$ cat src/rtl/regmask_encoder.sv
// regmask_encoder
// ---------------
// Turns a 32-bit register-select mask into a stream of 5-bit register
// indices, one per accepted handshake. It is the inverse of a write-select
// decoder: the indices it emits, decoded back to one-hot and OR-ed together,
// rebuild the captured mask.
//
// Handshakes (both sides): a transfer happens on a rising clock edge where
// the producer's valid and the consumer's ready are both 1. A valid producer
// holds its payload stable until that transfer takes place.
//
// Parameter
//   LOW_FIRST    1 = lowest set bit first, 0 = highest set bit first
//
// Ports
//   clock        single clock, rising edge
//   ctrl_reset   asynchronous active-low reset
//   load_valid   a new mask is offered on load_mask
//   load_ready   the block accepts a mask this cycle (IDLE only)
//   load_mask    register-select mask, bit n = register n
//   idx_valid    idx holds a valid register index (EMIT only)
//   idx_ready    the consumer takes idx this cycle
//   idx          encoded register number
//   remaining    number of indices not yet emitted (0..32)
//   busy         state is not IDLE
//   done         one-cycle pulse after a mask has been fully drained
//   dbg_state    current FSM state (0 IDLE, 1 EMIT, 2 DONE)
//
// Build option
//   REGMASK_ZERO_SKIP_EN  when defined, bit 0 of load_mask is dropped at
//                         capture so register 0 is never emitted or counted.

module regmask_encoder #(
    parameter int LOW_FIRST = 1
) (
    input  logic        clock,
    input  logic        ctrl_reset,
    input  logic        load_valid,
    output logic        load_ready,
    input  logic [31:0] load_mask,
    output logic        idx_valid,
    input  logic        idx_ready,
    output logic [4:0]  idx,
    output logic [5:0]  remaining,
    output logic        busy,
    output logic        done,
    output logic [1:0]  dbg_state
);

    typedef enum logic [1:0] {
        S_IDLE = 2'd0,
        S_EMIT = 2'd1,
        S_DONE = 2'd2
    } state_t;

    state_t      state_q, state_d;
    logic [31:0] pending_q, pending_d;
    logic [31:0] capture_mask;
    logic [4:0]  enc_idx;
    logic [5:0]  pop_cnt;

`ifdef REGMASK_ZERO_SKIP_EN
    assign capture_mask = {load_mask[31:1], 1'b0};
`else
    assign capture_mask = load_mask;
`endif

    // Priority encoder over pending. Scanning from the far end and letting
    // the last hit win leaves the preferred end's bit in enc_idx. With
    // pending at zero (IDLE, DONE, reset) the result is 0.
    always_comb begin
        enc_idx = '0;
        if (LOW_FIRST != 0) begin
            for (int i = 31; i >= 0; i--) begin
                if (pending_q[i]) enc_idx = 5'(i);
            end
        end else begin
            for (int i = 0; i < 32; i++) begin
                if (pending_q[i]) enc_idx = 5'(i);
            end
        end
    end

    // Popcount of pending; 6 bits so an all-ones mask reads 32.
    always_comb begin
        pop_cnt = '0;
        for (int i = 0; i < 32; i++) begin
            pop_cnt = pop_cnt + {5'd0, pending_q[i]};
        end
    end

    always_comb begin
        state_d    = state_q;
        pending_d  = pending_q;
        load_ready = 1'b0;
        idx_valid  = 1'b0;
        done       = 1'b0;
        case (state_q)
            S_IDLE: begin
                load_ready = 1'b1;
                if (load_valid) begin
                    pending_d = capture_mask;
                    state_d   = (capture_mask != 32'd0) ? S_EMIT : S_DONE;
                end
            end
            S_EMIT: begin
                idx_valid = 1'b1;
                if (idx_ready) begin
                    pending_d = pending_q & ~(32'd1 << enc_idx);
                    // Last set bit just left: go report completion.
                    if (pop_cnt == 6'd1) state_d = S_DONE;
                end
            end
            S_DONE: begin
                done    = 1'b1;
                state_d = S_IDLE;
            end
            default: begin
                state_d   = S_IDLE;
                pending_d = '0;
            end
        endcase
    end

    always_ff @(posedge clock or negedge ctrl_reset) begin
        if (!ctrl_reset) begin
            state_q   <= S_IDLE;
            pending_q <= '0;
        end else begin
            state_q   <= state_d;
            pending_q <= pending_d;
        end
    end

    assign idx       = enc_idx;
    assign remaining = pop_cnt;
    assign busy      = (state_q != S_IDLE);
    assign dbg_state = state_q;

endmodule

$ cat config.mk
export PLATFORM = sky130hd
export DESIGN_NAME = regmask_encoder
export DESIGN_NICKNAME = d
export VERILOG_FILES = /design/src/rtl/regmask_encoder.sv
export SDC_FILE = /design/constraint.sdc
export NUM_CORES = 1
export LEC_CHECK = 0
export BUFFER_PORTS_ARGS = -buffer_cell sky130_fd_sc_hd__buf_2
export CORE_MARGIN = 1.5
export CORE_UTILIZATION = 40
export DETAILED_ROUTE_END_ITERATION = 7
export PLACE_DENSITY_LB_ADDON = 0.12
export RECOVER_POWER = 25
export SLEW_MARGIN = 10
export SYNTH_ARGS = -nofsm -noshare
export SYNTH_HDL_FRONTEND = slang
export SYNTH_SLANG_ARGS = --single-unit
$ cat constraint.sdc
create_clock -name clock -period 8 [get_ports clock]
set_input_delay 0 -clock clock [delete_from_list [all_inputs] [get_ports clock]]
set_output_delay 0 -clock clock [all_outputs]
set_load 0.01 [all_outputs]
# ---- Yosys cells after proc, flatten, opt, wreduce, memory -nomap -nowiden
# Index checks and enable logic that the tools add are counted.
dict set report totals {
  register_bits 34
  inputBits 36
  output_inout_bits 17
  word_cells 91
}
dict set report classes {
  addsub 31
  n_eq_ne 6
  shift 1
  mux 43
  n_bitwise 3
  reduce_logical 5
}
# cell count
set op_table {}
lappend op_table {{5-bit two-way mux} 32}
lappend op_table {{6-bit by 1-bit adder with 6-bit output} 26}
lappend op_table {{32-bit one-hot mux with 3 select lines} 1}
lappend op_table {{32-bit two-way mux} 2}
lappend op_table {{32-bit AND} 1}
lappend op_table {{32-bit NOT} 1}
lappend op_table {{32-bit nonzero test} 1}
lappend op_table {{1-bit by 5-bit << shifter with 32-bit output, first input constant} 1}
lappend op_table {{2-bit two-way mux} 4}
lappend op_table {{5-bit by 1-bit adder with 6-bit output} 1}
lappend op_table {{6-bit by 1-bit equality test with 1-bit output, second input constant} 1}
lappend op_table {{2-bit inequality test, second input constant} 3}
lappend op_table {{3-bit AND reduction} 2}
lappend op_table {{4-bit by 1-bit adder with 5-bit output} 1}
lappend op_table {{3-bit by 1-bit adder with 4-bit output} 1}
lappend op_table {{2-bit one-hot mux with 2 select lines} 1}
lappend op_table {{2-bit by 1-bit adder with 3-bit output} 1}
lappend op_table {{1-bit two-way mux} 3}
lappend op_table {{1-bit by 1-bit adder with 2-bit output} 1}
lappend op_table {{2-bit by 1-bit equality test with 1-bit output, second input constant} 1}
lappend op_table {{2-bit equality test, second input constant} 1}
lappend op_table {{2-bit logical NOT} 1}
lappend op_table {{2-bit nonzero test} 1}
lappend op_table {{1-bit NOT} 1}

# ---- Logic depth before layout (Yosys ltp)
dict set report depth {
  word_depth 37
  ltp_mapped 18
  ltp_nobuf 18
}

# ---- Worst setup path before layout
# Ideal clock, no wire load.
dict set report synth_timing {
  path_type {reg2reg}
  from {register pending_q[17]}
  to {register state_q[1], in the netlist dbg_state[1]}
  setup_time_ns 0.120
  arrival_time_ns 5.240
  required_time_ns 7.880
  path_slack_ns 2.641
  path_stages_with_launch 19
  n_path_buf 0
  period_less_slack_ns 5.359
  path_cell_list {dfrtp_1 > fa_1 > inv_1 > fa_1 > inv_1 > fa_1 > inv_1 > fa_1 > fa_1 > fa_1 > inv_1 > ha_1 > fa_1 > a21o_1 > a21oi_1 > xnor2_1 > nor4_1 > or3_1 > and3_1}
}
dict set report synth_between {
  elab_chain_len 18
}
# element line_no
set synth_rtl {}
lappend synth_rtl {{from (decl)} 57} ;# logic [31:0] pending_q, pending_d;
lappend synth_rtl {{from (signal assigned)} 131} ;# pending_q <= pending_d;
lappend synth_rtl {{6-bit by 1-bit adder with 6-bit output (15 in series)} 88} ;# pop_cnt = pop_cnt + {5'd0, pending_q[i]};
lappend synth_rtl {{net remaining[4]} 44} ;# output logic [5:0] remaining,
lappend synth_rtl {{6-bit by 1-bit equality test with 1-bit output} 111} ;# if (pop_cnt == 6'd1) state_d = S_DONE;
lappend synth_rtl {{2-bit inequality test (no source line)} -}
lappend synth_rtl {{3-bit AND reduction (no source line)} -}
lappend synth_rtl {{to (signal assigned)} 130} ;# state_q <= state_d;
lappend synth_rtl {{to (decl)} 56} ;# state_t state_q, state_d;
# The timed path passes the listed nets, and every way through them passes these cells.
# A chain may end at the register's enable or synchronous reset.

# ---- Final worst setup path
dict set report layout_timing {
  from {register pending_q[17]}
  to {register state_q[1], in the netlist dbg_state[1]}
}
dict set report layout_between {
  elab_chain_len 18
}
# element line_no
set layout_rtl {}
lappend layout_rtl {{6-bit by 1-bit adder with 6-bit output (15 in series)} 88}
lappend layout_rtl {{6-bit by 1-bit equality test with 1-bit output} 111}
lappend layout_rtl {{2-bit inequality test (no source line)} -}
lappend layout_rtl {{3-bit AND reduction (no source line)} -}
# Every way passes these cells.

==> results.yml <==
outcome:
  status: "complete, but fails checks"
  violations: "hold timing, capacitance limit, slew limit"
final_layout:
  final_common_cell: "buf_2"
  layout.nets: 491
  utilization_pct: 49.7
  synthToLayoutAreaGrowth_pct: 19.2
  antenna_cells: 0
  drive_gt1_share_pct: 14.9
  final_cell_mix: "buf_2 (50), nand3_1 (46), inv_1 (42)"
  fin_cells: 522
synthesis:
  synth_edf_count: 0
  synth.distinct_cells: 48
  synth_nets: 428
  synth_seq_cells: 34
  ys_async_sr_fraction_pct: 100
  syn_area_per_cell_um2: 8.47
  yosys_warnings: 0
  netlist_instances: 361
  yosysSeqAreaShare_pct: 27.8
  syn_area_um2: 3060
  synth_flop_cell: "dfrtp_1"
clock_network:
  h-tree-depth: 2
  postCtsHoldBufs: 18
  cts_resized: 0
  clockRootBuffer: "clkbuf_8"
  post_cts_buffers: 0
  insertion_delay_ns: 0.29
  cts.sinks: 34
  cts_tree: "built"
  numCtsBuffers: 5
  cts_buffer_depth: 2
  clk_pin_slew_ns: 0.07
global_route:
  grt_pass1_wl_um: 16800
  grt_start_max_net_pins: 41
  first_global_vias: 3160
  antenna_found_initial: 0
  grt_usage_pct: 26.3
  overflow: 0
detailed_routing:
  routed_via_density: 5.93
  ant_nets: 0
  drt_wl_total_um: 9990
  drt_iter0_markers: 267
  dr.pass1.iters: 5
  num_vias: 3093
  drc_errors: 0
  drt-wirelength-per-cell_um: 19.1
setup_path:
  critPathRequiredTime_ns: 8.19
  critPathBufInv: 4
  arrival_ns: 5.67
  path_delay_family: "adder cells"
  cp-end-kind: "flip-flop"
  critical_path_class: "flip-flop to flip-flop"
  cp-start-kind: "flip-flop"
  max_stage_delay_ns: 0.55
  cpMaxStageDelayCell: "fa_1"
  crit_fanout: 6
  crit_chain: "fa_1 > inv_1 > fa_1 > inv_1 > fa_1 > inv_1 > fa_1 > fa_1 > fa_1 > inv_1 > ha_1 > fa_1 > a21o_1 > a21oi_1 > xnor2_1 > nor4_1 > or3_1 > and3_1"
  crit_top_cell: "fa_1"
placement:
  dp_cells: 498
  numPortBuffers: 52
  gp_congestion: 0.938
  post-dp-hpwl_um: 7580
die:
  core_um2: 7330
  initial_utilization_pct: 41.7
  pin_count: 53
  rows: 31
  die_h_um: 90.5
  die_w_um: 90.5
  dieArea_um2: 8180
sta:
  relSlewSlack_pct: -31.2
  setup_viol: 0
  worst_slew_pin_slew_ns: 1.97
  post-route-period-util_pct: 68.5
  hold_viol_final: 1
  drv_slew: 35
  skew_ns: 0.00471
  rsz0062_at_grt: "no"
  fmax_mhz: 182
  min_period_ns: 5.48
  fin_hold_ws_ns: -0.0000709
  fin_setup_tns_ns: 0
hold_path:
  holdCritPathClass: "input pin to flip-flop"
flow_run:
  drv_cap: 1
[synth_stat cells (4+ instances only)]
cell type	n	share of area (%)
dfrtp_1	34	28
fa_1	24	16
inv_1	42	5.2
nor3_1	5	0.82
clkbuf_1	14	1.7
nand2_1	25	3.1
ha_1	7	2.9
o311ai_0	17	4.9
o211ai_1	17	4.2
and3_1	7	1.4
nor2_1	26	3.2
nor2b_1	6	1.2
a21o_1	4	0.98
nor4_1	15	3.1
nand3_1	46	7.5
o21ai_0	8	1.3
a21oi_1	17	2.8
[path summary, 6_finish.rpt]
| kind | startpoint | end | slack [ns] | cells past startpoint |
|---|---|---|---|---|
| max | pending_q[17]$_DFFE_PN0P_ | dbg_state[1]$_DFFE_PN0P_ | 2.52 | 18 |
| min | load_mask[20] | pending_q[20]$_DFFE_PN0P_ | -0.00007 | 3 |
| max reg2reg | pending_q[17]$_DFFE_PN0P_ | dbg_state[1]$_DFFE_PN0P_ | 2.52 | 18 |
| min reg2reg | pending_q[24]$_DFFE_PN0P_ | pending_q[24]$_DFFE_PN0P_ | 0.60 | 2 |
| max in group asynchronous | ctrl_reset | pending_q[7]$_DFFE_PN0P_ | 6.07 | 2 |
| min in group asynchronous | ctrl_reset | pending_q[22]$_DFFE_PN0P_ | 0.79 | 2 |
[tightest hold or removal path: cells and delay by family]
kind	cells	cell delay, ns
AOI/OAI and AO/OA	1	0.10
buffers and inverters	1	0.09
and+or+nand+nor	1	0.06
[layer usage]
metal / vias up / GRT usage (%) / routed length (µm)
met3: 20 / 4.29 / 691
li1: 1439 / - / -
met5: - / 0 / 0
met4: 0 / 7.14 / 200
met1: 1482 / 35.3 / 4350
met2: 152 / 43.9 / 4740
[through the flow]
| stage | setup slack (ns) | hold slack (ns) | cell area [µm²] |
|---|---|---|---|
| final | 2.52 | -0.0000709 | 3650 |
| after global placement | 2.57 | 0.152 | 3390 |
| after floorplan | 2.64 | -0.296 | 3060 |
| after CTS | 2.50 | 0.0129 | 3650 |
| after detailed placement | 2.53 | 0.145 | 3390 |
| after global routing | 2.32 | 0.00701 | 3650 |
[cells by family after synthesis]
group                    share of synthesized area [%]
adder cells (fa/ha/maj)                           18.6
AO/OA/AOI/OAI                                     20.9
multiplexers                                     0.327
buffers and inverters                             8.02
flip-flops                                        27.8
AND/OR/NAND/NOR                                   23.6
XOR/XNOR                                         0.859
[final cells by class]
type                       instances  area, µm²
fill                             740       3680
multi-input combinational        268       1970
sequential                        34        851
timing repair buffer              72        453
inverter                          43        166
tap                               99        124
clock buffer                       6       82.6
[sequential cells by signal (all words and copies together), names as in the netlist]
register	count
pending_q	32
dbg_state	2
Power is left out: the tool's default activity adds up to more than one toggle a clock period on the data nets, which glitch-free logic cannot reach.
